`config.mk`:
```
export PLATFORM = sky130hd
export DESIGN_NAME = fetch_queue
export DESIGN_NICKNAME = d
export VERILOG_FILES = /design/src/rtl/fetch_pkg.sv /design/src/rtl/fetch_queue_wrap_ptr.sv /design/src/rtl/fetch_queue.sv
export SDC_FILE = /design/constraint.sdc
export NUM_CORES = 1
export LEC_CHECK = 0
export ABC_CLOCK_PERIOD_IN_PS = 4350
export BUFFER_PORTS_ARGS = -buffer_cell sky130_fd_sc_hd__buf_2
export CELL_PAD_IN_SITES_DETAIL_PLACEMENT = 1
export CELL_PAD_IN_SITES_GLOBAL_PLACEMENT = 1
export CORE_ASPECT_RATIO = 1.5
export CORE_MARGIN = 10
export CORE_UTILIZATION = 50
export CTS_BUF_LIST = sky130_fd_sc_hd__clkbuf_8
export DETAILED_ROUTE_END_ITERATION = 8
export PLACE_DENSITY_LB_ADDON = 0.1
export SYNTH_ARGS = -nofsm -noshare
export SYNTH_HDL_FRONTEND = slang
export SYNTH_SLANG_ARGS = --single-unit
```
`constraint.sdc`:
```
create_clock -name clk -period 4.35 [get_ports clk]
set_input_delay 0 -clock clk [delete_from_list [all_inputs] [get_ports clk]]
set_output_delay 0 -clock clk [all_outputs]
set_load 0.02 [all_outputs]
```
`src/rtl/fetch_pkg.sv`:
```
// Shared types and widths for the instruction prefetch queue.
package fetch_pkg;

  localparam int N  = 64;
  localparam int IW = 32;

  typedef struct packed {
    logic [N-1:0]  pc;
    logic [IW-1:0] instr;
  } fq_entry_t;

endpackage : fetch_pkg

```
`src/rtl/fetch_queue_wrap_ptr.sv`:
```
// Free-running pointer of W bits that wraps naturally; clr returns it to zero.
module wrap_ptr #(
  parameter int W = 2
) (
  input  logic         clk,
  input  logic         reset,
  input  logic         clr,
  input  logic         inc,
  output logic [W-1:0] q
);

  logic [W-1:0] r_q;

  // Pointer register: reset and clear both return to slot 0, otherwise step on inc.
  always_ff @(posedge clk) begin
    if (reset || clr) begin
      r_q <= '0;
    end else if (inc) begin
      r_q <= r_q + 1'b1;
    end
  end

  assign q = r_q;

endmodule : wrap_ptr

```
`src/rtl/fetch_queue.sv`:
```
// Instruction prefetch queue between fetch and decode. Fetch pushes {PC, instr},
// decode pops in order with first-word-fall-through outputs. A taken branch
// (flush) discards every queued wrong-path entry.
module fetch_queue
  import fetch_pkg::*;
#(
  parameter int N     = 64,
  parameter int IW    = 32,
  parameter int DEPTH = 4
) (
  input  logic                       clk,
  input  logic                       reset,
  input  logic                       push_F,
  input  logic [N-1:0]               pc_F,
  input  logic [IW-1:0]              instr_F,
  output logic                       full_F,
  input  logic                       flush,
  input  logic                       pop_D,
  output logic                       valid_D,
  output logic [N-1:0]               pc_D,
  output logic [IW-1:0]              instr_D,
  output logic [$clog2(DEPTH+1)-1:0] count
);

  localparam int PW = $clog2(DEPTH);
  localparam int CW = $clog2(DEPTH+1);
  localparam logic [CW-1:0] FULL_CNT = CW'(DEPTH);

  if (DEPTH < 2 || (DEPTH & (DEPTH - 1)) != 0) begin : g_bad_depth
    $error("fetch_queue: DEPTH must be a power of 2 and at least 2");
  end
  if (N != fetch_pkg::N || IW != fetch_pkg::IW) begin : g_bad_width
    $error("fetch_queue: N/IW must match the entry type in fetch_pkg");
  end

  fq_entry_t       r_mem [DEPTH];
  logic [CW-1:0]   r_count;
  logic [PW-1:0]   w_rd_ptr;
  logic [PW-1:0]   w_wr_ptr;
  logic            w_push_ok;
  logic            w_pop_ok;
  fq_entry_t       w_head;
  fq_entry_t       w_entry_in;

  assign full_F  = (r_count == FULL_CNT);
  assign valid_D = (r_count != '0);

  // A flush cycle ignores push and pop entirely.
  assign w_push_ok = push_F && !full_F && !flush;
  assign w_pop_ok  = pop_D && valid_D && !flush;

  assign w_entry_in.pc    = pc_F;
  assign w_entry_in.instr = instr_F;

  wrap_ptr #(.W(PW)) u_rd_ptr (
    .clk   (clk),
    .reset (reset),
    .clr   (flush),
    .inc   (w_pop_ok),
    .q     (w_rd_ptr)
  );

  wrap_ptr #(.W(PW)) u_wr_ptr (
    .clk   (clk),
    .reset (reset),
    .clr   (flush),
    .inc   (w_push_ok),
    .q     (w_wr_ptr)
  );

  // Storage is written only on an accepted push; it is never reset because
  // unwritten slots are hidden behind valid_D.
  always_ff @(posedge clk) begin
    if (!reset && w_push_ok) begin
      r_mem[w_wr_ptr] <= w_entry_in;
    end
  end

  // Occupancy tracked explicitly so a full queue is distinguishable from empty.
  always_ff @(posedge clk) begin
    if (reset || flush) begin
      r_count <= '0;
    end else begin
      case ({w_push_ok, w_pop_ok})
        2'b10:   r_count <= r_count + 1'b1;
        2'b01:   r_count <= r_count - 1'b1;
        default: r_count <= r_count;
      endcase
    end
  end

  assign count  = r_count;
  assign w_head = r_mem[w_rd_ptr];

  // Head outputs are forced to zero when empty so stale slots never leak out.
  always_comb begin
    pc_D    = '0;
    instr_D = '0;
    if (valid_D) begin
      pc_D    = w_head.pc;
      instr_D = w_head.instr;
    end
  end

endmodule : fetch_queue

```
==> flow_metrics.tcl <==
set metrics [dict create \
    timing.final.max_slew_violations 0 \
    htree_num_levels 2 \
    drt_pre_antenna_iters 5 \
    post-dp-hpwl_um 20000 \
    synth-adder-area-share 0.00552 \
    netlist_top_cells_area "edfxtp_1 77%, mux4_2 14%, and2_1 4.1%, dfxtp_1 1.2%, ha_1 0.42%" \
    synth.avg_cell_area_um2 22.6 \
    combinational_fraction_of_design_power 0.047 \
    final-hold-violation-count 0 \
    post_cts_setup_repair_buffer_count 0 \
    synth_cell_type_count 26 \
    run_status "finished, final reports clean" \
    library_cell_used_as_clock_root_buffer "clkbuf_8" \
    report.power.total_mw 7.40 \
    capturing_element_type_of_the_critical_path "output port" \
    synth_top_cell_by_area "edfxtp_1" \
    req_time_crit_path_ns 4.35 \
    clock_tree_from_tritoncts "done" \
    tritoncts_buffers 56 \
    crit_path_max_fanout 33 \
    nFillCells 2591 \
    swShare 0.211 \
    drive_gt1_frac 0.371 \
    switchingPower_mw 1.56 \
    leakage_dissipation_nw 6.47 \
    cts.sink_count 393 \
    antenna_viol_nets_final 0 \
    wl_per_cell_um 23.3 \
    fin_skew_ns 0.0125 \
    port-buffer-count 201 \
    worst_ep_arrival_time_ns 2.89 \
    seq_power_share 0.568 \
    synthXorXnorAreaFrac 0.00234 \
    synthesis.yosys.warnings 0 \
    register_bit_total_from_synthesis 393 \
    synth-compound-area-share 0.00343 \
    clk_pin_slew_ns 0.06 \
    async_flop_share 0 \
    period_needed_ns 2.89 \
    die_h_um 232 \
    synth_fp_nets 770 \
    starting_density_of_the_core 0.508 \
    powerDensity_mw_per_mm2 399 \
    place.gp.congestion 0.711 \
    clkPwrFrac 0.385 \
    num_vias 7623 \
    fp.coreArea_mm2 0.0295 \
    core.rowCount 77 \
    drt_first_iter_violations 383 \
    yosys.cell_count.top_type "edfxtp_1" \
    largest_net_degree_at_the_start_of_global_routing 63 \
    finish.net_count 1109 \
    synth_top_area_share 0.770 \
    ys_seq_area_frac 0.782 \
    vias_in_the_first_global_route 9044 \
    critPathLaunchType "flip-flop" \
    synthesized_area_mm2 0.0150 \
    finalSetupTns_ns 0 \
    grt_antenna_before_repair 0 \
    synthTopCellsByCount "384 x edfxtp_1, 97 x and2_1, 96 x mux4_2" \
    chipWidth_um 161 \
    max_cap_viol_count 0 \
    grt_setup_unrepaired "no" \
    postSynthCellCount 663 \
    synth_simple_gate_area_share 0.0472 \
    worst_hold_path_type "input port to flip-flop" \
    wirelength_um 33600 \
    final_min_period_over_clock_period 0.665 \
    synth_top_family_by_area "multiplexers" \
    regArea_mm2 0.0117 \
    post_synth_top_flop "edfxtp_1" \
    clockBufferDepth 3 \
    synth-edff-count 384 \
    grt-ovfl-total 0 \
    worst-slew-pin-transition_ns 0.999 \
    flow.area_growth_from_synthesis_pct 23.9 \
    clk_latency_ns 0.59 \
    type_of_the_worst_setup_path "flip-flop to output port" \
    grt_first_pass_wirelength_um 51700 \
    max_clock_freq_ghz 0.346 \
    multi_input_comb_area_mm2 0.00306 \
    vias_per_cell 5.28 \
    grt.total_usage 0.179 \
    die_area_mm2 0.0374 \
    route.detailed.drc 0 \
    final_setup_vio_count 0 \
    timing.max_slew.rel_slack 0.334 \
    num_io_pins 202 \
    yosys-mux-area-fraction 0.144 \
    diodes 0 \
    ir_drop_v 0.000283 \
    cellInternalPower_mw 5.84 \
]
[cell usage in the layout (no fill, tap or decap), types with 2 or more instances in the layout]
| cell | Yosys | layout |
|---|---|---|
| a21oi_1 | 3 | 3 |
| and2_1 | 97 | 97 |
| and3_4 | 0 | 4 |
| buf_12 | 1 | 3 |
| buf_2 | 11 | 201 |
| buf_4 | 0 | 8 |
| bufinv_16 | 0 | 4 |
| clkbuf_8 | 0 | 58 |
| clkinv_1 | 0 | 22 |
| clkinv_2 | 0 | 9 |
| dfxtp_1 | 9 | 7 |
| dfxtp_4 | 0 | 2 |
| dlygate4sd3_1 | 0 | 103 |
| edfxtp_1 | 384 | 384 |
| ha_1 | 5 | 5 |
| inv_1 | 6 | 15 |
| mux4_2 | 96 | 96 |
| nor2_1 | 8 | 8 |
| o31ai_1 | 2 | 2 |
| xor2_1 | 4 | 4 |
[through the flow]
stage / worst slack, ns / hold slack (ns) / instances / utilization / area (µm²)
2_1_floorplan: 0.656 / 0.0989 / 663 / - / 15000
3_3_place_gp: 1.84 / 0.210 / 1236 / 0.557 / 16400
3_5_place_dp: 1.69 / 0.217 / 1236 / 0.557 / 16400
4_1_cts: 1.33 / 0.0881 / 1443 / 0.629 / 18500
5_1_grt: 1.21 / 0.135 / 1443 / 0.629 / 18500
6_report: 1.46 / 0.150 / 1443 / 0.629 / 18500
[power groups by stage]
stage | logic, mW | clock network (mW) | registers, mW
CTS | 0.352 | 2.92 | 4.21
global route | 0.378 | 3.08 | 4.21
detailed placement | 0.274 | 0 | 4.29
finish | 0.348 | 2.85 | 4.21
floorplan | 0.130 | 0 | 4.29
global placement | 0.261 | 0 | 4.28
[registers in the layout, summed over array words and instances, names as in the netlist, named ones only]
| name | cells |
|---|---|
| u_rd_ptr.q | 2 |
| count | 3 |
| u_wr_ptr.q | 2 |
| r_mem | 384 |
[kinds of logic after synthesis]
| kind of cell | Yosys count |
|---|---|
| flip-flops | 393 |
| AND/OR/NAND/NOR | 116 |
| multiplexers | 96 |
| buffers and inverters | 40 |
| AO/OA/AOI/OAI | 8 |
| adder cells (fa/ha/maj) | 6 |
| XOR/XNOR | 4 |
[what timing repair did]
| action | CTS | global route |
|---|---|---|
| hold buffers | 103 | 0 |
| gates resized for setup | 0 | 0 |
| hold endpoints to repair | 393 | 0 |
[cell type report]
class / count / area share
Clock inverter: 46 / 0.0161
Tap cell: 395 / 0.0266
Sequential cell: 393 / 0.632
Inverter: 6 / 0.00121
Timing Repair Buffer: 315 / 0.116
Clock buffer: 58 / 0.0430
Multi-Input combinational cell: 230 / 0.165
[worst max-delay path, cell delays in order, from the launching register on]
cell	delay (ns)
dfxtp_4	0.80
buf_4	0.51
mux4_2	0.57
and2_1	0.21
buf_2	0.17
[routing by layer]
| metal | up-vias | global-route usage | share of wire |
|---|---|---|---|
| met4 | 0 | 0.0516 | 0.019 |
| met1 | 3955 | 0.212 | 0.39 |
| met2 | 237 | 0.321 | 0.54 |
| li1 | 3378 | - | - |
| met5 | - | 0 | 0 |
| met3 | 53 | 0.0396 | 0.055 |
[path summary, 6_finish.rpt]
kind / depth (start not counted) / slack, ns / startpoint / endpoint
max reg2reg: 4 / 1.69 / count[0] / r_mem[2][23]
min: 2 / 0.15 / pc_F[3] / r_mem[2][35]
min reg2reg: 2 / 0.56 / u_rd_ptr.q[1] / flip-flop
max: 4 / 1.46 / flip-flop / instr_D[26]
(Power assumes the default switching activity.)
